==> src/rtl/i2c_target.sv <==
// I2C target with an 8 x 8-bit register bank and an auto-incrementing register pointer.
// Pads are synchronized; every protocol decision uses the synchronized SCL/SDA.
module i2c_target #(
  parameter logic [6:0] TARGET_ADDR = 7'h42
) (
  input  logic        wb_clk_i,
  input  logic        wb_rst_ni,
  input  logic        scl_i,
  input  logic        sda_i,
  output logic        sda_o,
  output logic        sda_oen_o,
  output logic [63:0] regs_o,
  output logic        wr_o,
  output logic [2:0]  wr_addr_o,
  output logic        busy_o
);

  typedef enum logic [3:0] {
    IDLE, ADDR, ADDR_ACK, PTR, PTR_ACK, WDATA, WDATA_ACK, RDATA, RDATA_ACK
  } state_e;

  state_e          state_q, state_d;
  logic [2:0]      scl_sync_q, scl_sync_d, sda_sync_q, sda_sync_d;
  logic [3:0]      cnt_q, cnt_d;
  logic [7:0]      shift_q, shift_d;
  logic [2:0]      ptr_q, ptr_d;
  logic [7:0][7:0] regs_q, regs_d;
  logic            oen_q, oen_d;
  logic            wr_q, wr_d;
  logic [2:0]      wr_addr_q, wr_addr_d;

  logic       scl, sda, scl_rise, scl_fall, start_det, stop_det;
  logic [7:0] rx_byte;

  // Stage [1] is the synchronized level, stage [2] its one-cycle-old copy.
  assign scl       = scl_sync_q[1];
  assign sda       = sda_sync_q[1];
  assign scl_rise  = scl & ~scl_sync_q[2];
  assign scl_fall  = ~scl & scl_sync_q[2];
  assign start_det = scl & scl_sync_q[2] & sda_sync_q[2] & ~sda;
  assign stop_det  = scl & scl_sync_q[2] & ~sda_sync_q[2] & sda;
  assign rx_byte   = {shift_q[6:0], sda};

  always_ff @(posedge wb_clk_i or negedge wb_rst_ni) begin
    if (!wb_rst_ni) begin
      state_q    <= IDLE;
      scl_sync_q <= '1;
      sda_sync_q <= '1;
      cnt_q      <= '0;
      shift_q    <= '0;
      ptr_q      <= '0;
      regs_q     <= '0;
      oen_q      <= 1'b1;
      wr_q       <= 1'b0;
      wr_addr_q  <= '0;
    end else begin
      state_q    <= state_d;
      scl_sync_q <= scl_sync_d;
      sda_sync_q <= sda_sync_d;
      cnt_q      <= cnt_d;
      shift_q    <= shift_d;
      ptr_q      <= ptr_d;
      regs_q     <= regs_d;
      oen_q      <= oen_d;
      wr_q       <= wr_d;
      wr_addr_q  <= wr_addr_d;
    end
  end

  always_comb begin
    scl_sync_d = {scl_sync_q[1:0], scl_i};
    sda_sync_d = {sda_sync_q[1:0], sda_i};
    state_d    = state_q;
    cnt_d      = cnt_q;
    shift_d    = shift_q;
    ptr_d      = ptr_q;
    regs_d     = regs_q;
    oen_d      = oen_q;
    wr_d       = 1'b0;
    wr_addr_d  = wr_addr_q;
    if (start_det) begin
      state_d = ADDR;
      cnt_d   = '0;
      oen_d   = 1'b1;
    end else if (stop_det) begin
      state_d = IDLE;
      oen_d   = 1'b1;
    end else begin
      unique case (state_q)
        IDLE: ;
        ADDR, PTR, WDATA: if (scl_rise) begin
          shift_d = rx_byte;
          cnt_d   = cnt_q + 4'd1;
          if (cnt_q == 4'd7) begin
            cnt_d = '0;
            if (state_q == ADDR) begin
              state_d = (rx_byte[7:1] == TARGET_ADDR) ? ADDR_ACK : IDLE;
            end else if (state_q == PTR) begin
              ptr_d   = rx_byte[2:0];
              state_d = PTR_ACK;
            end else begin
              regs_d[ptr_q] = rx_byte;
              wr_d          = 1'b1;
              wr_addr_d     = ptr_q;
              ptr_d         = ptr_q + 3'd1;
              state_d       = WDATA_ACK;
            end
          end
        end
        // First SCL fall of an ACK slot pulls SDA low, the second one ends the slot.
        ADDR_ACK, PTR_ACK, WDATA_ACK: if (scl_fall) begin
          if (oen_q) begin
            oen_d = 1'b0;
          end else if (state_q == ADDR_ACK && shift_q[0]) begin
            shift_d = regs_q[ptr_q];
            oen_d   = regs_q[ptr_q][7];
            ptr_d   = ptr_q + 3'd1;
            cnt_d   = '0;
            state_d = RDATA;
          end else begin
            oen_d   = 1'b1;
            state_d = (state_q == ADDR_ACK) ? PTR : WDATA;
          end
        end
        // cnt counts bits already sampled by the controller; a fall at 0 follows a read ACK.
        RDATA: begin
          if (scl_rise && cnt_q != 4'd8) begin
            cnt_d = cnt_q + 4'd1;
          end else if (scl_fall) begin
            if (cnt_q == 4'd0) begin
              oen_d = shift_q[7];
            end else if (cnt_q == 4'd8) begin
              oen_d   = 1'b1;
              cnt_d   = '0;
              state_d = RDATA_ACK;
            end else begin
              shift_d = {shift_q[6:0], 1'b0};
              oen_d   = shift_q[6];
            end
          end
        end
        RDATA_ACK: if (scl_rise) begin
          if (sda) begin
            state_d = IDLE;
          end else begin
            shift_d = regs_q[ptr_q];
            ptr_d   = ptr_q + 3'd1;
            cnt_d   = '0;
            state_d = RDATA;
          end
        end
        default: state_d = IDLE;
      endcase
    end
  end

  // START/STOP release the bus in the very cycle they are detected.
  always_comb begin
    sda_o     = 1'b0;
    sda_oen_o = oen_q | start_det | stop_det;
    busy_o    = !(state_q inside {IDLE, ADDR});
    regs_o    = regs_q;
    wr_o      = wr_q;
    wr_addr_o = wr_addr_q;
  end

endmodule
==> config.mk <==
export PLATFORM = sky130hd
export DESIGN_NAME = i2c_target
export DESIGN_NICKNAME = d
export VERILOG_FILES = /design/src/rtl/i2c_target.sv
export SDC_FILE = /design/constraint.sdc
export NUM_CORES = 1
export LEC_CHECK = 0
export ABC_AREA = 1
export CORE_UTILIZATION = 50
export DETAILED_ROUTE_END_ITERATION = 8
export GPL_TIMING_DRIVEN = 0
export PLACE_DENSITY = 0.86
export REMOVE_ABC_BUFFERS = 1
export SETUP_SLACK_MARGIN = 0.4
export SLEW_MARGIN = 10
export SYNTH_ARGS = -nofsm -noshare
export SYNTH_HDL_FRONTEND = slang
export SYNTH_SLANG_ARGS = --single-unit
==> constraint.sdc <==
create_clock -name wb_clk_i -period 2.15 [get_ports wb_clk_i]
set_input_delay 0.215 -clock wb_clk_i [delete_from_list [all_inputs] [get_ports wb_clk_i]]
set_output_delay 0.215 -clock wb_clk_i [all_outputs]
set_load 0.02 [all_outputs]
Yosys cells after proc, flatten, opt, wreduce, memory -nomap -nowiden
Index checks and enable logic that the tools add are counted.
W data, S select, Z words.
{ "totals": {"elab_cells": 176, "in_bits": 4, "output_inout_bits": 71, "reg_bits": 94} }
{ "op_classes": {"add_sub_neg": 2, "eq_ne": 44, "reduce_logical": 19, "mux": 75, "order_cmp": 2, "bitwise": 17} }
{ "ops": {"columns": ["cell", "n"], "rows": [
  ["$mux W4", 24],
  ["$mux W8", 12],
  ["$bwmux W64", 1],
  ["$ne A4 B4 Y1 const B", 13],
  ["$mux W3", 13],
  ["$pmux W8 S4", 1],
  ["$ne A2 B2 Y1 const B", 13],
  ["$bmux W8 S3", 1],
  ["$demux W8 S3", 1],
  ["$reduce_and A11 Y1", 2],
  ["$ne A3 B3 Y1 const B", 7],
  ["$eq A4 B3 Y1 const B", 5],
  ["$pmux W4 S5", 1],
  ["$mux W1", 16],
  ["$pmux W4 S4", 1],
  ["$reduce_and A13 Y1", 1],
  ["$reduce_and A10 Y1", 1],
  ["$pmux W3 S3", 1],
  ["$eq A4 B2 Y1 const B", 2],
  ["$eq A4 B4 Y1 const B", 2],
  ["$logic_not A4 Y1", 2],
  ["$not A1 Y1", 8],
  ["$reduce_bool A4 Y1", 2],
  ["$and A1 B1 Y1", 7],
  ["other kinds (17)", 22]
]} }

Depth between registers and ports, before layout
Gate-level depths: netlist of the first run.
{ "logic_depth": {"word_depth": 8, "ltp_mapped": 12, "ltp_nobuf": 12} }

Worst setup path after synthesis of the first run
Ideal clock, no wire load.
{ "synth_timing": {"path_type": "reg-to-reg", "start": "register cnt_q[0]", "end": "register regs_q (netlist bit regs_o[61])", "path_slack_ns": 0.427, "stages_incl_launch_ff": 12, "arrival_time_ns": 1.596, "path_cell_list": "dfrtp_1 ha_1 nand2_1 nor2_1 inv_1 nor3_2 nand2_4 nor2_4 nand2_2 buf_2 nand2_1 o21ai_1"} }
{ "synth_between": {"elab_chain_cells": 2} }
{ "synth_lines": {"columns": ["item", "line", "source"], "rows": [
  ["from (decl)", "24", "logic [3:0] cnt_q, cnt_d;"],
  ["from (signal assigned)", "60", "cnt_q <= cnt_d;"],
  ["$eq A4 B3 Y1", "94", "if (cnt_q == 4'd7) begin"],
  ["$reduce_and A7 Y1 (no source line)", null, null],
  ["to (signal assigned)", "63", "regs_q <= regs_d;"],
  ["to (decl)", "27", "logic [7:0][7:0] regs_q, regs_d;"]
]} }
Every way passes these cells.
A chain may end at the register's enable or synchronous reset.

Worst setup path in the final report of the first run
{ "layout_timing": {"start": "register cnt_q[0]", "end": "register regs_q (netlist bit regs_o[1])"} }
Same word-level chain as after synthesis.

==> qor_table.md, run 1 <==
| Metric | Value | Unit |
| --- | --- | --- |
| Achievable clock frequency | 0.535 | GHz |
| Count of standard-cell rows | 35 | - |
| Vias in the first global route | 4,638 | - |
| Gpl congestion | 0.937 | - |
| Wire length the detailed router placed on met1 | 5.99 | mm |
| Slew margin rel. | 65.0 | % |
| Initial DRC Count | 510 | - |
| Clock sinks | 94 | - |
| Top area cells in the synthesized netlist | dfrtp_1, nand2_1, nand3_1 | - |
| Wire length of the first global-routing pass | 22.3 | mm |
| Std-Cell Core Area | 9240 | um^2 |
| Pre-Repair DR Iteration Count | 5 | - |
| Count of endpoints failing setup in the final report | 0 | - |
| Antenna Violating Nets Remaining | 0 | - |
| Type of the worst setup path | reg2reg | - |
| Register area share after synthesis | 49.4 | % |
| Bufs on Longest Clock Path | 2 | - |
| Yosys synthesis warning count | 0 | - |
| Met3 routed WL | 1.60 | mm |
| Critical Path Source Type | flop | - |
| Reg2Reg Setup Slack | 0.28 | ns |
| Count of inserted antenna diode cells | 0 | - |
| Global-route usage over all layers | 28.7 | % |
| RSZ-0062 raised after global routing | true | - |
| Proportion of layout cells with a drive suffix above 1 | 22.8 | % |
| Area share of the leading cell type in the synthesized netlist | 45.5 | % |
| Leakage power figure | 3.06 | nW |
| Area of the die | 9960 | um^2 |
| Distinct cells, synth | 29 | - |
| Vias | 5,070 | - |
| Num ports | 75 | - |
| Depth of the most critical reg-to-reg path | 10 | - |
| CTS tree | built | - |
| Number of synthesized register bits | 94 | - |
| Floorplan die width | 99.8 | um |
| WL met2 | 7.55 | mm |
| Maximum fanout along the worst path | 16 | - |
| Fillers | 629 | - |
| Topmost layer with routed signal wires | met4 | - |
| Post-route insts no fill | 891 | - |
| Antenna violations before repair | 0 | - |
| Power density normalized to cell area | 758 | nW/um^2 |
| Final #Nets | 764 | - |
| Final setup skew | 0.0145 | ns |
| Slew of the pin with the lowest slew margin | 0.524 | ns |
| Tightest hold margin | 0.253 | ns |
| Routed WL per cell | 17.6 | um |
| Via-to-Cell Ratio | 5.69 | - |
| Mapped Cells | 639 | - |
| Final critical path time including I/O delays and setup | 1.87 | ns |
| Area of the mapped netlist | 4780 | um^2 |
| CTS H-Tree Depth | 3 | - |
| Status | complete, no violations | - |
| Maximum number of pins on one net before global-route repair | 64 | - |
| Mapped Avg Cell Area | 7.48 | um^2 |
| Number of buffers inserted by port buffering | 73 | - |
| Clock-pin transition on the worst setup and hold timing paths | 0.10 | ns |
| CTS root buffer | clkbuf_8 | - |
| Critical Path End Type | flop | - |
| WHS Endpoint | sda_sync_q[0]$_DFF_PN1_ | - |
| R2R Path Start | cnt_q[0]$_DFFE_PN0P_ | - |
| Final hold violations | 0 | - |
| Worst vdd rail ir drop | 0.442 | mV |
| Cells after DPL | 821 | - |
| Inserted Clock Buffers | 9 | - |
| Req. time, crit path | 2.42 | ns |
| Data arrival at the endpoint of the critical path | 2.14 | ns |
| Starting utilization of the core area | 51.8 | % |
| Y dimension of the die | 99.8 | um |
| Routed wire length | 15.7 | mm |
| DRC violation count after routing | 0 | - |
| Number of slew-limit violations in the final report | 0 | - |
| Destination of the worst register-to-register timing path | regs_o[1]$_DFFE_PN0P_ | - |
| Hold wc startpoint | sda_i | - |
| Area Overhead vs Synth | 40.6 | % |
| Total grt overflow | 0 | - |
| Post-detailed-placement half-perimeter wirelength | 8.63 | mm |
| Post-route clock period utilization | 87.0 | % |
| Hold crit path type | in2reg | - |
| Clock latency at the later pin of the worst-skew pair | 0.37 | ns |
| Cell taking the most area after synthesis | dfrtp_1 | - |
| Hold Path Cell Cnt | 1 | - |
| Count of maximum capacitance violations | 0 | - |
-- power by group --
part / internal [mW] / switching, mW / total (mW)
combinational: 0.653 / 1.13 / 1.78
sequential: 1.88 / 0.156 / 2.03
clock: 0.589 / 0.696 / 1.29
total: 3.12 / 1.98 / 5.10
-- worst max path at each step --
stage                                 start                endpoint  slack (ns)  cells after the start
finish                 cnt_q[0]$_DFFE_PN0P_   regs_o[1]$_DFFE_PN0P_        0.28                     10
global placement                  wb_rst_ni  regs_o[20]$_DFFE_PN0P_       -2.42                      1
detailed placement     ptr_q[0]$_DFFE_PN0P_  regs_o[44]$_DFFE_PN0P_       -0.43                      5
global route           cnt_q[0]$_DFFE_PN0P_   regs_o[1]$_DFFE_PN0P_        0.17                     10
CTS                 scl_sync_q[1]$_DFF_PN1_               sda_oen_o        0.33                      4
floorplan              ptr_q[0]$_DFFE_PN0P_  regs_o[15]$_DFFE_PN0P_       -0.11                      5
-- cell usage after synthesis --
| cell type | number |
|---|---|
| ha_1 | 3 |
| nand4_2 | 1 |
| buf_4 | 1 |
| dfrtp_1 | 87 |
| nor3_2 | 1 |
| nor2_1 | 40 |
| nor2_4 | 2 |
| buf_2 | 13 |
| clkinv_1 | 1 |
| nor2_8 | 1 |
| or2_2 | 3 |
| inv_2 | 6 |
| nand2_4 | 1 |
| o21ai_1 | 65 |
| xor2_1 | 2 |
| a21oi_1 | 6 |
| nor2_2 | 3 |
| nand2_2 | 9 |
| nand2_1 | 255 |
| nor3_1 | 2 |
| inv_1 | 37 |
| clkbuf_1 | 4 |
| o21ai_0 | 14 |
| nand4_1 | 4 |
| nand3_1 | 66 |
| buf_6 | 3 |
| dfstp_2 | 7 |
| conb_1 | 1 |
| o211ai_1 | 1 |
-- cell usage in the layout (no fill, tap or decap), types with 2 or more instances in the layout --
cell	Yosys	layout
nand2_1	255	218
dfrtp_1	87	83
clkdlybuf4s50_1	0	70
nand3_1	66	63
o21ai_1	65	55
buf_4	1	39
inv_1	37	34
nor2_1	40	31
nand2_2	9	27
nand2_4	1	16
o21ai_0	14	14
nor2_4	2	13
clkbuf_8	0	11
o21ai_2	0	10
nand2_8	0	8
dfstp_2	7	7
inv_2	6	6
a21oi_1	6	6
nand4_1	4	4
buf_6	3	4
buf_12	0	4
nand3_2	0	3
clkinvlp_4	0	3
inv_6	0	3
dfrtp_2	0	3
or2_2	3	2
nor3_1	2	2
xor2_1	2	2
ha_1	3	2
buf_8	0	2
-- routing by layer --
layer	up-vias	track usage, %
met5	-	0
met4	0	11.4
met1	2435	37.9
met3	51	4.81
met2	290	47.6
li1	2294	-
-- cell families after synthesis --
group | after synthesis | synth area share [%]
AND/OR/NAND/NOR | 388 | 34.4
other | 1 | 0.0784
flip-flops | 94 | 49.4
adder cells (fa/ha/maj) | 3 | 0.785
AO/OA/AOI/OAI | 86 | 9.05
buffers and inverters | 65 | 5.99
XOR/XNOR | 2 | 0.366
-- state kept, by name, summed over array words and instances, names as in the netlist, 3 cells and up --
name,cells
regs_o,64
shift_q,8
cnt_q,4
state_q,4
ptr_q,3
scl_sync_q,3
sda_sync_q,3
wr_addr_o,3
-- repair_timing --
| action | in CTS | in global routing |
|---|---|---|
| endpoints found under the hold margin | 25 | 0 |
| cloned | 2 | 3 |
| buffers inserted | 25 | 23 |
| setup endpoints to repair | 86 | 85 |
| hold buffers | 1 | 0 |
| resized for setup | 60 | 65 |
| pin swaps | 7 | 16 |
-- per-stage QoR --
stage / TNS (ns) / area, um^2 / setup WS [ns] / total power [mW] / util [%]
2_1_floorplan: -3.56 / 4660 / -0.107 / 2.80 / -
3_3_place_gp: -260.02 / 5550 / -2.42 / 3.12 / 60.1
5_1_grt: 0 / 6720 / 0.172 / 5.31 / 72.8
4_1_cts: 0 / 6230 / 0.328 / 4.72 / 67.4
6_report: 0 / 6720 / 0.280 / 5.10 / 72.8
3_5_place_dp: -13.69 / 5580 / -0.433 / 3.16 / 60.4
-- final cells by class --
class	instances	area, um^2	area share [%]
Timing Repair Buffer	123	1210	18.0
Sequential cell	94	2370	35.2
Tap cell	129	161	2.40
Clock buffer	10	138	2.05
Multi-Input combinational cell	484	2590	38.5
Inverter	44	178	2.64
Timing Repair inverter	1	7.51	0.112
Clock inverter	6	75.1	1.12
-- worst max-delay path, cell delays in order, from the launching register on --
cell	delay [ns]
dfrtp_1	0.40
ha_2	0.20
nand2_2	0.08
nor2_4	0.11
inv_2	0.06
nor3_4	0.15
nand2_4	0.12
nor2_8	0.17
buf_12	0.15
nand2_8	0.10
o21ai_1	0.25
(Power assumes the default switching activity.)
==> inputs of run 2 (changes only) <==
--- a/config.mk
+++ b/config.mk
@@ -6,6 +6,7 @@
 export NUM_CORES = 1
 export LEC_CHECK = 0
 export ABC_AREA = 1
+export CAP_MARGIN = 5
 export CORE_UTILIZATION = 50
 export DETAILED_ROUTE_END_ITERATION = 8
 export GPL_TIMING_DRIVEN = 0
==> results of run 2 <==
The final DEF is identical to that of run 1; final timing and power are the same.
==> inputs of run 3 (changes only) <==
--- a/config.mk
+++ b/config.mk
@@ -10,6 +10,7 @@
 export CORE_UTILIZATION = 50
 export DETAILED_ROUTE_END_ITERATION = 8
 export GPL_TIMING_DRIVEN = 0
+export HOLD_SLACK_MARGIN = 0.12
 export PLACE_DENSITY = 0.86
 export REMOVE_ABC_BUFFERS = 1
 export SETUP_SLACK_MARGIN = 0.4
==> results of run 3 <==
The final DEF is identical to that of run 1; final timing and power are the same.
